==> config.mk <==
export PLATFORM = sky130hd
export DESIGN_NAME = bp_update_queue
export DESIGN_NICKNAME = d
export VERILOG_FILES = /design/src/rtl/bp_update_queue.sv
export SDC_FILE = /design/constraint.sdc
export NUM_CORES = 1
export LEC_CHECK = 0
export CORE_ASPECT_RATIO = 0.6
export CORE_UTILIZATION = 45
export CTS_CLUSTER_DIAMETER = 60
export CTS_CLUSTER_SIZE = 25
export DETAILED_ROUTE_END_ITERATION = 12
export GPL_ROUTABILITY_DRIVEN = 0
export PLACE_DENSITY = 0.79
export SKIP_CTS_REPAIR_TIMING = 1
export SYNTH_ARGS = -nofsm -noshare
export SYNTH_HDL_FRONTEND = slang
export SYNTH_SLANG_ARGS = --single-unit
==> constraint.sdc <==
create_clock -name clk_i -period 10.6 [get_ports clk_i]
set_input_delay 2.12 -clock clk_i [delete_from_list [all_inputs] [get_ports clk_i]]
set_output_delay 2.12 -clock clk_i [all_outputs]
set_load 0.05 [all_outputs]
==> src/rtl/bp_update_queue.sv <==
// In-order queue of in-flight branch predictions with training, redirect and flush.
// Optional perf counters are enabled by defining BP_UPDQ_PERF_EN.
module bp_update_queue #(
    parameter int Depth = 4,
    parameter int PcW   = 32
) (
    input  logic                       clk_i,
    input  logic                       rst_i,
    input  logic                       pred_valid_i,
    output logic                       pred_ready_o,
    input  logic [PcW-1:0]             pred_pc_i,
    input  logic                       pred_c_i,
    input  logic                       pred_taken_i,
    input  logic [PcW-1:0]             pred_target_i,
    input  logic                       res_valid_i,
    input  logic                       res_taken_i,
    input  logic [PcW-1:0]             res_target_i,
    input  logic                       flush_i,
    output logic                       ex_br_valid_o,
    output logic                       ex_br_taken_o,
    output logic [PcW-1:0]             ex_br_instr_addr_o,
    output logic                       mispredict_o,
    output logic [PcW-1:0]             redirect_pc_o,
    output logic                       orphan_o,
    output logic [$clog2(Depth):0]     count_o,
    output logic [31:0]                branch_cnt_o,
    output logic [31:0]                mispred_cnt_o
);

    localparam int AW = $clog2(Depth);
    localparam int CW = AW + 1;
    localparam logic [CW-1:0] FULL = CW'(Depth);

    logic [PcW-1:0] pc_mem     [Depth];
    logic           c_mem      [Depth];
    logic           taken_mem  [Depth];
    logic [PcW-1:0] target_mem [Depth];

    logic [AW-1:0]  head;
    logic [AW-1:0]  tail;
    logic [CW-1:0]  count;

    logic           push;
    logic           pop;
    logic           mis;
    logic           redirect_en;
    logic [PcW-1:0] head_pc;
    logic           head_c;
    logic           head_taken;
    logic [PcW-1:0] head_target;
    logic [PcW-1:0] fall_pc;
    logic [PcW-1:0] redirect_next;

    assign pred_ready_o = (count != FULL);
    assign count_o      = count;

    always_comb begin
        push          = pred_valid_i & pred_ready_o;
        pop           = res_valid_i & (count != '0);
        head_pc       = pc_mem[head];
        head_c        = c_mem[head];
        head_taken    = taken_mem[head];
        head_target   = target_mem[head];
        mis           = pop & ((res_taken_i != head_taken) |
                               (res_taken_i & head_taken & (res_target_i != head_target)));
        redirect_en   = mis & ~flush_i;
        fall_pc       = head_pc + (head_c ? PcW'(2) : PcW'(4));
        redirect_next = res_taken_i ? res_target_i : fall_pc;
    end

    // Storage needs no reset: head/tail/count decide what is live.
    always_ff @(posedge clk_i) begin
        if (push) begin
            pc_mem[tail]     <= pred_pc_i;
            c_mem[tail]      <= pred_c_i;
            taken_mem[tail]  <= pred_taken_i;
            target_mem[tail] <= pred_target_i;
        end
    end

    always_ff @(posedge clk_i) begin
        if (rst_i) begin
            head  <= '0;
            tail  <= '0;
            count <= '0;
        end else if (flush_i | mis) begin
            // Any same-cycle push is wrong-path: tail is left untouched.
            head  <= tail;
            count <= '0;
        end else begin
            if (pop)  head <= head + 1'b1;
            if (push) tail <= tail + 1'b1;
            unique case ({push, pop})
                2'b10:   count <= count + 1'b1;
                2'b01:   count <= count - 1'b1;
                default: count <= count;
            endcase
        end
    end

    always_ff @(posedge clk_i) begin
        if (rst_i) begin
            ex_br_valid_o      <= 1'b0;
            ex_br_taken_o      <= 1'b0;
            ex_br_instr_addr_o <= '0;
            mispredict_o       <= 1'b0;
            redirect_pc_o      <= '0;
            orphan_o           <= 1'b0;
        end else begin
            ex_br_valid_o <= pop;
            mispredict_o  <= redirect_en;
            orphan_o      <= res_valid_i & (count == '0);
            if (pop) begin
                ex_br_taken_o      <= res_taken_i;
                ex_br_instr_addr_o <= head_pc;
            end
            if (redirect_en) redirect_pc_o <= redirect_next;
        end
    end

`ifdef BP_UPDQ_PERF_EN
    logic [31:0] branch_cnt;
    logic [31:0] mispred_cnt;

    always_ff @(posedge clk_i) begin
        if (rst_i) begin
            branch_cnt  <= '0;
            mispred_cnt <= '0;
        end else begin
            if (pop && branch_cnt != '1)          branch_cnt  <= branch_cnt + 1'b1;
            if (redirect_en && mispred_cnt != '1) mispred_cnt <= mispred_cnt + 1'b1;
        end
    end

    assign branch_cnt_o  = branch_cnt;
    assign mispred_cnt_o = mispred_cnt;
`else
    assign branch_cnt_o  = '0;
    assign mispred_cnt_o = '0;
`endif

endmodule

==> results of run 1 <==
-- cell usage in the layout, fill, tap and decap left out, drive strengths merged, types with 9 or more instances in the layout --
| cell type | n |
|---|---|
| o21ai | 25 |
| clkbuf | 27 |
| nor4 | 12 |
| xor2 | 12 |
| inv | 18 |
| nand4 | 20 |
| nor2 | 21 |
| clkdlybuf4s50 | 174 |
| or4 | 10 |
| conb | 64 |
| edfxtp | 264 |
| a21oi | 58 |
| nand3 | 38 |
| buf | 13 |
| and3 | 9 |
| nand2 | 90 |
| dfxtp | 77 |
| xnor2 | 42 |
| mux4 | 66 |
| o31ai | 10 |
-- state kept, by name (all words and copies together), names as in the netlist, named ones only --
name,flops
c_mem,4
count_o,3
ex_br_instr_addr_o,32
ex_br_taken_o,1
ex_br_valid_o,1
head,2
mispredict_o,1
orphan_o,1
pc_mem,128
redirect_pc_o,32
tail,2
taken_mem,4
target_mem,128
-- layout make-up --
class,instances,share of cell area (%)
Timing Repair Buffer,187,10.87
Sequential cell,341,56.06
Tap cell,416,3.080
Clock buffer,27,2.991
Multi-Input combinational cell,558,25.97
Antenna cell,3,0.04442
Inverter,18,0.3998
Clock inverter,5,0.5775
-- report_power, final --
| part | switching, uW | internal (uW) |
|---|---|---|
| clock | 418 | 390 |
| combinational | 258 | 146 |
| sequential | 24.2 | 1480 |
-- through the flow --
stage	hold slack (ns)	util [%]	instance area, um^2
2_1_floorplan	0.4781	-	14670
3_3_place_gp	0.4436	51.97	16290
3_5_place_dp	0.4487	51.97	16290
4_1_cts	0.4624	53.89	16890
5_1_grt	0.4788	53.89	16890
6_report	0.4612	53.92	16900
-- per-layer routing --
layer  vias up  global-route usage, %
met5         -                      0
met3        40                  6.493
met1      4495                  31.13
met2       381                  33.75
met4         0                  3.440
li1       3874                      -
-- worst max-delay path, stage by stage --
cell                              delay [ns]
sky130_fd_sc_hd__clkdlybuf4s50_1        0.57
sky130_fd_sc_hd__nand2_1                0.08
sky130_fd_sc_hd__buf_4                  0.25
sky130_fd_sc_hd__inv_1                  0.10
sky130_fd_sc_hd__buf_4                  0.39
sky130_fd_sc_hd__nand3_1                0.83
sky130_fd_sc_hd__a221oi_1               0.56
sky130_fd_sc_hd__a31o_1                 0.14
-- path summary, 6_finish.rpt --
check | slack [ns] | from | cells after the start | endpoint
setup reg to reg | 6.16 | flop | 10 | redirect_pc_o[30]
setup / recovery | 5.99 | res_valid_i | 8 | redirect_pc_o[20]
hold / removal | 0.46 | ex_br_instr_addr_o[6] | 2 | ex_br_instr_addr_o[6]
hold reg to reg | 0.46 | ex_br_instr_addr_o[6] | 2 | ex_br_instr_addr_o[6]
-- logic make-up after synthesis --
logic type / Yosys count / synth area share, %
DFF: 341 / 65.63
and+or+nand+nor: 227 / 8.160
AOI/OAI and AO/OA: 135 / 5.862
buffers and inverters: 135 / 5.628
muxes: 68 / 10.45
xor gates and xnor gates: 54 / 3.278
adders and majority gates: 10 / 0.9712
other: 1 / 0.02599
==> impl_summary.md, run 1 <==
Clock tree
The maximum number of buffers from clock root to sink is 3. TritonCTS built the clock tree. The clock edge transition at the registers on the reported setup and hold paths is 0.10 ns. The tree is rooted in a sky130_fd_sc_hd__clkbuf_16. The number of sinks driven by the clock tree is 341.

The clock latency reported for the late side of the worst-skew pair is 0.53 ns. In this run the number of H-tree levels came out at 1. In this run, CTS created clock tree buffers numbering 18.

Yosys
The number of synthesized register bits is 341. Counting flops with a built-in enable in the synthesized netlist gives 264. The sequential cell area fraction in the yosys report is 65.63%. Ranked by total cell area, the synthesized netlist is headed by sky130_fd_sc_hd__edfxtp_1, sky130_fd_sc_hd__dfxtp_1, sky130_fd_sc_hd__mux4_2.

The Yosys warning count is 0. In this run the biggest area consumer among cell types represents 54.94% of the synthesized area. The cell count after synthesis is 971. After synthesis, the share of flip-flops with an asynchronous set or reset is 0%.

The post-synthesis average cell area is 14.86 um^2. The biggest area consumer among synthesized cells is sky130_fd_sc_hd__edfxtp_1. Summing every instance area after synthesis gives 0.01443 mm^2. The number of different library cells used by synthesis comes to 63. Ranked by instance count, the synthesized netlist is headed by sky130_fd_sc_hd__edfxtp_1, sky130_fd_sc_hd__nand2_1, sky130_fd_sc_hd__dfxtp_1. By instance count, the leading cell after synthesis is sky130_fd_sc_hd__edfxtp_1. The prevailing post-synth register cell is sky130_fd_sc_hd__edfxtp_1.

STA
The time the worst path needs with I/O delays and setup is 4.607 ns. The worst slew margin relative to its limit is 28.48%. The transition time of the tightest slew-check pin is 1.070 ns.

The max-slew violation total from the final report is 0. For this run, the top clock speed supported by timing is 217.1 MHz. After layout, the worst path uses 43.46% of the clock period. Setup repair after global routing left no endpoint under its margin. The worst path setup slack after routing is 5.993 ns. Summed over all failing endpoints, the final setup total negative slack is 0 ns. The number of hold-slack violations in the final timing report is 0. The total setup violations reported at the end of the flow is 0.

For the final database, setup skew stands at 0.02084 ns.

Route
The highest metal layer used by the detailed router is met4. Summed over all nets, wire length on met3 after detailed routing comes to 3651 um. The iteration count of the initial detailed-routing pass is 5. The routed layout has 8,790 vias. Dividing the detail-routed wire length by the instance count gives 23.28 um. The routed length on met2 is 16,850 um.

The overall routed net length is 36,200 um. The via density per instance is 5.653. After detailed routing, the wire length on met1 is 15,110 um. Once detail routing completed, the nets flagged for antenna violations numbered 0. The DRC violations left is 0. The starting DRC count in detailed routing is 1,110.

Power
The post-layout total power is 2721 uW. For this design the ratio of total power to cell area is 161.0 mW/mm^2. Summed over all cells, the static leakage comes to 0.005392 uW.

The worst voltage drop across the vdd grid is 0.0001325 V.

Setup path
STA classifies the critical path startpoint as an input pin. The worst setup path is captured at a flop. Data on the critical path is required at its endpoint by 11.08 ns.

At the worst endpoint, the arrival time is 5.08 ns. The setup path with the least slack is of type in2reg. Along the worst path, the maximum fanout reaches 39.

GRT
The number of antenna violations at the first check in global routing is 3. Global routing finished with a remaining overflow of 0. The global router's overall resource usage is 21.85%. The number of global-route vias before repair is 8,398. The global-route wire length before repair is 52,760 um.

Entering global routing, the biggest net connects 73 pins.

Place
The number of placed instances, taps included, is 1,520. After legalization and detailed placement, the total HPWL measured 25,210 um. The total of buffers placed on input and output ports is 175.

The worst slack at placement is 5.558 ns.

Worst hold path
The path class of the lowest-slack min-delay path is reg2reg.

Cells and area
Summing all multi-input logic gate instances after layout gives 0.004389 mm^2. After the last flow step, the layout net total stands at 1,238. The count of fill cells added during filler insertion is 2,479. The area growth from synthesis to layout is 17.12%. The ratio of cells with drive above 1 in the final layout is 10.83%. Across the whole layout, storage elements account for 0.009474 mm^2.

The count of non-filler cells in the finished layout is 1,555.

Floorplanning
For this configuration, the core starts out at a cell density of 46.04%. The floorplan has 50 rows. The placeable core region is 0.03134 mm^2.

The area of the die is 0.03281 mm^2. The die width is 233.2 um. For this design the top-level I/O count stands at 240. The overall die height is 140.7 um.

Outcome
The run finished with clean final reports.

Run
The tool flagged a number of max-cap violations equal to 0.
No activity file was read; power rests on OpenSTA's default activity.
==> inputs of run 2 (changes only) <==
clock period = 4.57 ns   (was 10.6 ns; I/O delays follow)
==> run 2 against run 1 <==
- routed wire length up 0.44%
- sequential share of layout area about the same
- clock skew up 0.017 ns
- sequential power up 130%
- clock-buffer cell count up 1
- clock power up 110%
- register-to-register slack worse by 5.2 ns
- power up 130%
- combinational power up 140%
- highest routed layer is now met5
==> impl_summary.md, run 2 (same netlist as run 1, synthesis figures left out) <==
Floorplanning
The placeable core region is 0.03134 mm^2 (unchanged). The area of the die is 0.03281 mm^2 (unchanged). The number of rows created at floorplan was 50 (unchanged).

The die width is 233.2 um (unchanged). The overall die height is 140.7 um (unchanged). The count of pins on the block boundary was 240 (unchanged). The starting density of the core is 46.04% (unchanged).

STA
The worst slew margin relative to its limit is 37.93% (+9.5 points). Setup repair after global routing left no endpoint under its margin. The total setup violations reported at the end of the flow came to 0 (unchanged). The hold slack came to 0.4583 ns (-0.002890 ns). Static timing analysis puts the maximum clock frequency at 274.4 MHz. The transition time of the tightest slew-check pin is 0.9310 ns (-0.1389 ns). The sum of negative setup slack is 0 ns (unchanged). The max-slew violation total from the final report is 0 (unchanged). The worst-case clock skew was 0.03779 ns (+0.01695 ns). After layout, the minimum clock period comes to 3.644 ns. The share of the clock period used by the worst path is 79.73%. The number of hold-slack violations in the final timing report is 0 (unchanged).

Route
The starting DRC count in detailed routing is 1,137 (+2.4%). The iteration count of the initial detailed-routing pass came to 5 (unchanged). The residual antenna-violating net count after detailed routing came to 0 (unchanged). The average wire per standard cell was 23.31 um (+0.12%). The via density per instance came to 5.666 (+0.24%). The DRC violations left came to 0 (unchanged). The overall routed net length is 36,360 um (+0.44%). The detailed-route via count was 8,839 (+0.56%).

Cells and area
The ratio of cells with drive above 1 in the final layout is 10.72% (-0.11 points). The count of non-filler cells in the finished layout is 1,560 (+0.32%). The area growth from synthesis to layout was 17.09% (about the same). The largest registers in the layout are pc_mem: 128 flops, target_mem: 128 flops. In the layout the commonest cells are sky130_fd_sc_hd__edfxtp_1, sky130_fd_sc_hd__clkdlybuf4s50_1, sky130_fd_sc_hd__nand2_1. Leaving out fill and tap cells, the most frequent cell in the layout is sky130_fd_sc_hd__edfxtp_1. The net count reported at finish is 1,241 (+0.24%). The count of fill cells added during filler insertion is 2,488 (+0.36%).

Power
The worst voltage drop across the vdd grid is 0.0002154 V (+63%). The post-layout total power is 6139 uW (+130%). The total power density per cell area is 363.3 mW/mm^2 (+130%). The leakage power of the design came to 0.005373 uW (-0.35%).

Setup path
The type of origin of the critical path is a flop. The maximum fanout count along the critical path is 20 (-49%). Traced cell by cell, the critical path runs through mux4_2 -> ha_1 -> inv_1 -> fa_1 -> nand2b_1 -> or2_1 -> or4_1 -> a31oi_1 -> o211ai_1 -> a21oi_1. The data arrival time of the worst path is 4.11 ns (-0.97 ns). The required arrival time at the worst endpoint was 5.04 ns (-6.04 ns). The path type of the worst setup path is reg2reg. The worst setup path is captured at a flop.

The maximum single-stage delay on the critical path is 0.74 ns (-0.09 ns). The family of cells with the greatest summed delay on the critical path is simple AND/OR/NAND/NOR gates. The number of buffer and inverter stages on the critical path is 1 (-3). The largest individual stage delay along the critical path comes from the cell sky130_fd_sc_hd__dfxtp_2.

Clock tree
The total CTS buffers is 17 (-1). The clock latency reported for the late side of the worst-skew pair is 0.54 ns (about the same). The TritonCTS clock tree is built. The clock edge transition at the registers on the reported setup and hold paths is 0.11 ns (about the same). The maximum number of buffers from clock root to sink was 3 (unchanged). The number of sinks driven by the clock tree is 341 (unchanged).

In this run the clock root is driven by a sky130_fd_sc_hd__clkbuf_16. The number of levels in the clock H-tree is 1 (unchanged).

GRT
The number of antenna violations at the first check in global routing is 8 (+5). The residual overflow from global routing is 0 (unchanged). The pin count of the biggest net entering global routing was 72 (-1.4%). The number of global-route vias before repair was 8,409 (+0.13%). The global router's overall resource usage is 22.09% (+0.24 points).

The global-route wire length before repair is 53,610 um (+1.6%).

Run
The max-capacitance violation count is 0 (unchanged).

Place
The number of placed instances, taps included is 1,524 (+0.26%). The total half-perimeter wirelength after legalization and detailed placement is 25,480 um (+1.1%). The total of buffers placed on input and output ports is 175 (unchanged).

Outcome
The run finished with clean final reports.

Worst hold path
In this run the worst hold path is classified as reg2reg.
## run 2: per-layer routing
metal | global-route usage (%) | up-vias | share of wire (%)
li1 | - | 3880 | -
met1 | 31.95 | 4451 | 42
met2 | 32.58 | 438 | 45
met3 | 6.998 | 68 | 11
met4 | 4.885 | 2 | 2.4
met5 | 0 | - | 0.039
## run 2: area by class of cell
cell class	count	area, um^2	area share (%)
sequential	341	9474	56.08
multi-input combinational	558	4389	25.98
timing repair buffer	191	1942	11.49
tap	416	520.5	3.081
clock buffer	28	466.7	2.762
inverter	18	67.56	0.3999
clock inverter	2	20.02	0.1185
antenna	6	15.01	0.08887
## run 2: path summary, 6_finish.rpt
path                                              from                      to  slack, ns  cells after the start
worst max-delay path                              flop       redirect_pc_o[25]       0.93                     10
worst min-delay path            ex_br_instr_addr_o[23]  ex_br_instr_addr_o[23]       0.46                      2
worst max register to register                    flop       redirect_pc_o[25]       0.93                     10
worst min register to register  ex_br_instr_addr_o[23]  ex_br_instr_addr_o[23]       0.46                      2
## run 2: power breakdown
group	switching, uW	internal, uW	leakage (uW)
clock	967	719	0.000233
combinational	611	348	0.00209
sequential	50.3	3440	0.00305
## run 2: worst reg2reg max path, cell delays in order, from the launching register on
cell and delay (ns):
sky130_fd_sc_hd__dfxtp_2 0.74, sky130_fd_sc_hd__mux4_2 0.38, sky130_fd_sc_hd__ha_1 0.19, sky130_fd_sc_hd__inv_1 0.06, sky130_fd_sc_hd__fa_1 0.45, sky130_fd_sc_hd__nand2b_1 0.26, sky130_fd_sc_hd__or2_1 0.47, sky130_fd_sc_hd__or4_1 0.49
sky130_fd_sc_hd__a31oi_1 0.24, sky130_fd_sc_hd__o211ai_1 0.13, sky130_fd_sc_hd__a21oi_1 0.17
## run 2: stage by stage
step                      setup WS (ns)  instance area (um^2)  util (%)
final                            0.9262                 16900     53.90
after floorplan                   1.134                 14670         -
after global routing             0.7016                 16880     53.86
after detailed placement         0.9852                 16390     52.30
after CTS                        0.9538                 16880     53.86
after global placement            1.058                 16390     52.30
